--- config.mk ---
export PLATFORM = sky130hd
export DESIGN_NAME = enflasyon_uretici_flat
export DESIGN_NICKNAME = d
export VERILOG_FILES = /design/src/rtl/enflasyon_uretici_if.sv /design/src/rtl/enflasyon_uretici.sv /design/src/flat_wrapper.sv
export SDC_FILE = /design/constraint.sdc
export NUM_CORES = 1
export LEC_CHECK = 0
export CORE_ASPECT_RATIO = 1.5
export CORE_MARGIN = 1.5
export CORE_UTILIZATION = 55
export DETAILED_ROUTE_END_ITERATION = 16
export MAX_ROUTING_LAYER = met4
export PLACE_DENSITY = 0.73
export SKIP_CTS_REPAIR_TIMING = 1
export SYNTH_ARGS = -nofsm -noshare
export SYNTH_HDL_FRONTEND = slang
export SYNTH_SLANG_ARGS = --single-unit
export TNS_END_PERCENT = 1
--- constraint.sdc ---
create_clock -name saat -period 6.5 [get_ports saat]
set_input_delay 0.65 -clock saat [delete_from_list [all_inputs] [get_ports saat]]
set_output_delay 0.65 -clock saat [all_outputs]
set_load 0.02 [all_outputs]
--- src/rtl/enflasyon_uretici_if.sv ---
`default_nettype none
// +------------------------------------------------------------------+
// | enflasyon_uretici_if                                             |
// | Price-index input handshake and monthly inflation output bundle. |
// | Rev 1.0                                                          |
// +------------------------------------------------------------------+
interface enflasyon_uretici_if #(
    parameter int FIYAT_W = 16,
    parameter int ENF_W   = 4
);
    logic [FIYAT_W-1:0] fiyat;
    logic               fiyat_gecerli;
    logic               fiyat_hazir;
    logic [ENF_W-1:0]   enflasyon;
    logic               enflasyon_gecerli;
    logic               tasma;

    // master feeds prices and consumes inflation; slave is the producer block
    modport master (
        output fiyat, fiyat_gecerli,
        input  fiyat_hazir, enflasyon, enflasyon_gecerli, tasma
    );

    modport slave (
        input  fiyat, fiyat_gecerli,
        output fiyat_hazir, enflasyon, enflasyon_gecerli, tasma
    );
endinterface
`default_nettype wire

--- src/rtl/enflasyon_uretici.sv ---
`default_nettype none
// +------------------------------------------------------------------+
// | enflasyon_uretici                                                |
// | Monthly percentage increase of a price index, computed with a    |
// | sequential restoring divider; truncated, clamped and saturated.  |
// | Rev 1.0                                                          |
// +------------------------------------------------------------------+
module enflasyon_uretici #(
    parameter int FIYAT_W = 16,
    parameter int ENF_W   = 4
) (
    input  logic                saat,
    input  logic                reset,
    enflasyon_uretici_if.slave  bus
);

    localparam int c_PAY_W = FIYAT_W + 7;
    localparam int c_SAY_W = $clog2(c_PAY_W);

    localparam logic [c_SAY_W-1:0] c_SON_BIT = c_SAY_W'(c_PAY_W - 1);
    localparam logic [c_PAY_W-1:0] c_YUZ     = c_PAY_W'(100);
    localparam logic [ENF_W-1:0]   c_DOYMA   = '1;

    localparam logic [1:0] c_BOS   = 2'd0;
    localparam logic [1:0] c_HAZIR = 2'd1;
    localparam logic [1:0] c_BOL   = 2'd2;
    localparam logic [1:0] c_YAZ   = 2'd3;

    logic [1:0]          r_durum;
    logic [1:0]          w_sonraki;
    logic                w_hazir;

    logic [FIYAT_W-1:0]  r_eski;
    logic [FIYAT_W-1:0]  r_yeni;
    logic [c_PAY_W-1:0]  r_pay;
    logic [FIYAT_W-1:0]  r_kalan;
    logic [c_SAY_W-1:0]  r_say;

    logic [ENF_W-1:0]    r_enf;
    logic                r_enf_gecerli;
    logic                r_tasma;

    logic                w_kabul;
    logic                w_sifir;
    logic [FIYAT_W-1:0]  w_artis;
    logic [c_PAY_W-1:0]  w_pay;
    logic [FIYAT_W:0]    w_kaydir;
    logic                w_cikar;
    logic [FIYAT_W-1:0]  w_fark;
    logic                w_doyma;

    assign w_kabul = bus.fiyat_gecerli && w_hazir;
    assign w_sifir = (bus.fiyat == '0);
    assign w_artis = bus.fiyat - r_eski;
    assign w_pay   = (bus.fiyat > r_eski) ? c_PAY_W'(w_artis) * c_YUZ : '0;

    // Partial remainder is always below the divisor, so the low FIYAT_W
    // bits of the difference are exact.
    assign w_kaydir = {r_kalan, r_pay[c_PAY_W-1]};
    assign w_cikar  = (w_kaydir >= {1'b0, r_eski});
    assign w_fark   = w_kaydir[FIYAT_W-1:0] - r_eski;
    assign w_doyma  = |r_pay[c_PAY_W-1:ENF_W];

    always_ff @(posedge saat) begin
        if (!reset) begin
            r_durum <= c_BOS;
        end else begin
            r_durum <= w_sonraki;
        end
    end

    always_comb begin
        w_sonraki = r_durum;
        w_hazir   = 1'b0;
        case (r_durum)
            c_BOS: begin
                w_hazir = 1'b1;
                if (w_kabul && !w_sifir) w_sonraki = c_HAZIR;
            end
            c_HAZIR: begin
                w_hazir = 1'b1;
                if (w_kabul && !w_sifir) w_sonraki = c_BOL;
            end
            c_BOL: begin
                if (r_say == c_SON_BIT) w_sonraki = c_YAZ;
            end
            c_YAZ: begin
                w_sonraki = c_HAZIR;
            end
            default: begin
                w_sonraki = c_BOS;
            end
        endcase
    end

    always_ff @(posedge saat) begin
        if (!reset) begin
            r_eski        <= '0;
            r_yeni        <= '0;
            r_pay         <= '0;
            r_kalan       <= '0;
            r_say         <= '0;
            r_enf         <= '0;
            r_enf_gecerli <= 1'b0;
            r_tasma       <= 1'b0;
        end else begin
            r_enf_gecerli <= 1'b0;
            case (r_durum)
                c_BOS: begin
                    if (w_kabul && !w_sifir) r_eski <= bus.fiyat;
                end
                c_HAZIR: begin
                    if (w_kabul && !w_sifir) begin
                        r_yeni  <= bus.fiyat;
                        r_pay   <= w_pay;
                        r_kalan <= '0;
                        r_say   <= '0;
                    end
                end
                c_BOL: begin
                    // Numerator shifts out MSB first; quotient bits fill from the LSB.
                    r_pay   <= {r_pay[c_PAY_W-2:0], w_cikar};
                    r_kalan <= w_cikar ? w_fark : w_kaydir[FIYAT_W-1:0];
                    r_say   <= r_say + 1'b1;
                end
                c_YAZ: begin
                    r_enf         <= w_doyma ? c_DOYMA : r_pay[ENF_W-1:0];
                    r_tasma       <= w_doyma;
                    r_enf_gecerli <= 1'b1;
                    r_eski        <= r_yeni;
                end
                default: begin
                    r_enf_gecerli <= 1'b0;
                end
            endcase
        end
    end

    assign bus.fiyat_hazir       = w_hazir;
    assign bus.enflasyon         = r_enf;
    assign bus.enflasyon_gecerli = r_enf_gecerli;
    assign bus.tasma             = r_tasma;

endmodule
`default_nettype wire

--- src/flat_wrapper.sv ---
// flat-port wrapper written by rule: the top's interface ports become plain ports
module enflasyon_uretici_flat 
#(
    parameter int FIYAT_W = 16,
    parameter int ENF_W   = 4
)
  (saat, reset, bus_fiyat, bus_fiyat_gecerli, bus_fiyat_hazir, bus_enflasyon, bus_enflasyon_gecerli, bus_tasma);
  enflasyon_uretici_if #(.FIYAT_W(FIYAT_W), .ENF_W(ENF_W)) bus_i ();
  input  logic saat;
  input  logic reset;
  input wire logic [$bits(bus_i.fiyat)-1:0] bus_fiyat;
  input wire logic [$bits(bus_i.fiyat_gecerli)-1:0] bus_fiyat_gecerli;
  output wire logic [$bits(bus_i.fiyat_hazir)-1:0] bus_fiyat_hazir;
  output wire logic [$bits(bus_i.enflasyon)-1:0] bus_enflasyon;
  output wire logic [$bits(bus_i.enflasyon_gecerli)-1:0] bus_enflasyon_gecerli;
  output wire logic [$bits(bus_i.tasma)-1:0] bus_tasma;
  assign bus_i.fiyat = bus_fiyat;
  assign bus_i.fiyat_gecerli = bus_fiyat_gecerli;
  assign bus_fiyat_hazir = bus_i.fiyat_hazir;
  assign bus_enflasyon = bus_i.enflasyon;
  assign bus_enflasyon_gecerli = bus_i.enflasyon_gecerli;
  assign bus_tasma = bus_i.tasma;
  enflasyon_uretici #(.FIYAT_W(FIYAT_W), .ENF_W(ENF_W)) u_core (.saat(saat), .reset(reset), .bus(bus_i));
endmodule
==> out/metrics.csv <==
stage;metric;value;unit
synth;synth.largest_area_cell;dfxtp_1;
critical_path;worstSetupPathType;input port to register;
synth;yosysUniqueCellTypes;65;
floorplan;initial_core_util;56.19;%
job;maxCapViolCount;0;
synth;ys_warn_count;0;
synth;synth.avg_cell_area;8.427;um2
grt;grt_first_pass_wirelength;28290;um
grt;grt_start_max_net_pins;70;
sta;hold_violations;0;
sta;finalWorstPathRequiredPeriod;5753;ps
synth;ys.flop_type;dfxtp_1;
sta;post-route-period-util;88.51;%
clock_tree;cts_inserted_buffers;9;
floorplan;core;12390;um2
critical_path;end_kind;register;
sta;report.final.slew_viol_count;0;
clock_tree;htree_levels;3;
routing;ant_nets;0;
synth;synth-seq-area-share;24.16;%
synth;syn_inst;826;
grt;track_usage;27.45;%
clock_tree;cts_tree;done;
critical_path;crit_path_max_fanout;6;
floorplan;row_count;50;
routing;drtIter0Drc;261;
final_layout;areaGrowthSynthToFinish;9.060;%
final_layout;num_antenna_cells;0;
final_layout;finish.net_count;954;
sta;clock-skew-final;11.58;ps
routing;wl_per_cell;17.04;um
routing;routed_wl;16910;um
synth;synth_edf_count;0;
floorplan;die-area;13350;um2
floorplan;die_w;94.85;um
synth;synth_area;6960;um2
routing;vias;5927;
grt;grt-ovfl-total;0;
routing;drc;0;
clock_tree;clock_sinks;84;
clock_tree;cts.path.max_buffers;2;
grt;antenna_found_initial;0;
routing;drtPass1Iterations;5;
worst_hold_path;hp-class;register to register;
critical_path;crit_required;6720;ps
clock_tree;path_clk_slew;60;ps
sta;tightest_slew;1149;ps
floorplan;ios;26;
sta;setup_viol;0;
sta;slew_headroom;23.43;%
placement;hpwlAfterDp;12840;um
sta;fmaxAchievable;173.8;MHz
synth;async_flop_share;0;%
synth;ys_ff_latch;84;
floorplan;die_y;140.8;um
critical_path;crit_arrival;5980;ps
grt;grt_pass1_vias;6031;
placement;io_buffer_count;25;
critical_path;start_kind;input port;
placement;place_congestion;0.9168;
routing;avgViaCountPerCell;5.975;
sta;finalSetupTns;0;ps
clock_tree;clock_latency;340;ps
synth;synth_nets;949;
sta;rsz0062_at_grt;false;
clock_tree;cts_root_buf;clkbuf_16;
synth;ys_top_cells_by_area;dfxtp_1 (24%), ha_1 (16%), mux2i_1 (4.9%), inv_1 (4.6%), nand2_1 (4.3%);
final_layout;final_layout_size_suffix_gt1_share;4.306;%
synth;netlist.area_leader.share;24.16;%
status;status;finished clean;
-- metal layers --
metal  vias to the layer above  track usage [%]  part of all wire, %
li1                       2950                -                    -
met1                      2845            29.71                   41
met2                       109            50.56                   54
met3                        23            3.344                  2.9
met4                         0            8.955                  2.4
met5                         -                -                    0
-- through the flow --
stage          hold slack [ps]  std cells  setup WS, ps  area, um2  utilization, %
6_report                 466.5        992         746.9       7591           61.28
3_5_place_dp             460.5        976         527.5       7279           58.77
4_1_cts                  469.9        992         842.1       7591           61.28
3_3_place_gp             450.8        976         661.6       7279           58.77
5_1_grt                  486.1        992         363.9       7591           61.28
2_1_floorplan            443.1        826          1487       6960               -
-- cell usage after synthesis (all sizes together) (3+ instances only) --
library cell and instances:
a222oi 18, a21boi 26, a21oi 41, o21ai 47
nor3 12, mux2i 34, nor2 27, inv 86
ha 91, dfxtp 84, nand2 80, o211a 16
a32oi 4, nand4 7, xnor2 22, a22oi 5
a211oi 3, a21o 8, fa 13, o31a 3
and3 3, o21bai 3, clkbuf 29, nor4 10
o211ai 13, o21a 6, xor2 26, nand2b 10
nand3 27, a31oi 6, and2 5, nor2b 28
buf 9
-- cells in the final DEF, fill, tap and decap left out, types with 26 or more instances in the layout --
cell	instances
dfxtp_1	84
nor2_1	27
nor2b_1	27
mux2i_1	34
nand2_1	80
xor2_1	26
inv_1	86
ha_1	91
o21ai_0	37
a21oi_1	38
nand3_1	27
-- area by class of cell --
cell class / instances / area [um2]
fillers: 1095 / 4796
multi-input cells: 618 / 4782
flip-flops and latches: 84 / 1682
inverters: 86 / 322.8
repair buffers: 32 / 297.8
clock buffers: 10 / 239.0
well taps: 156 / 195.2
clock inverters: 6 / 72.57
-- path summary, 6_finish.rpt --
check	start	endpoint	slack, ps	depth (start not counted)
worst max-delay path	bus_fiyat[0]	u_core.r_pay[17]	750	25
worst min-delay path	u_core.r_yeni[9]	u_core.r_yeni[9]	470	2
worst max register to register	u_core.r_eski[0]	u_core.r_pay[17]	1210	23
worst min register to register	u_core.r_yeni[9]	u_core.r_yeni[9]	470	2
-- logic make-up after synthesis --
group                    synth area share (%)
adder cells (fa/ha/maj)                 20.10
AO/OA/AOI/OAI                           22.16
AND/OR/NAND/NOR                         15.19
XOR/XNOR                                6.040
flip-flops                              24.16
buffers and inverters                   7.136
multiplexers                            5.213
-- flip-flops by register name, summed over array words and instances, names as in the netlist --
| name | flops |
|---|---|
| u_core.bus.enflasyon | 4 |
| u_core.bus.enflasyon_gecerli | 1 |
| u_core.bus.tasma | 1 |
| u_core.r_durum | 2 |
| u_core.r_eski | 16 |
| u_core.r_kalan | 16 |
| u_core.r_pay | 23 |
| u_core.r_say | 5 |
| u_core.r_yeni | 16 |
-- critical path, cell delays in order --
cell and delay [ps]:
clkdlybuf4s50_1 460, inv_1 100, ha_1 160, inv_1 60, fa_1 400, a21o_1 170
a21oi_1 350, o21a_1 280, nor2b_1 60, o21ai_0 140, nand2b_1 150, xor2_1 170
ha_1 310, ha_1 280, inv_1 50, fa_1 530, inv_1 40, ha_1 400
nand2_1 100, nor4_1 210, o21ai_0 230, nand2b_1 200, xor2_1 100, a222oi_1 300
nor2b_1 70
Power is not shown: default switching activity piles up to over one toggle a cycle in this logic, so the estimate is an artifact.
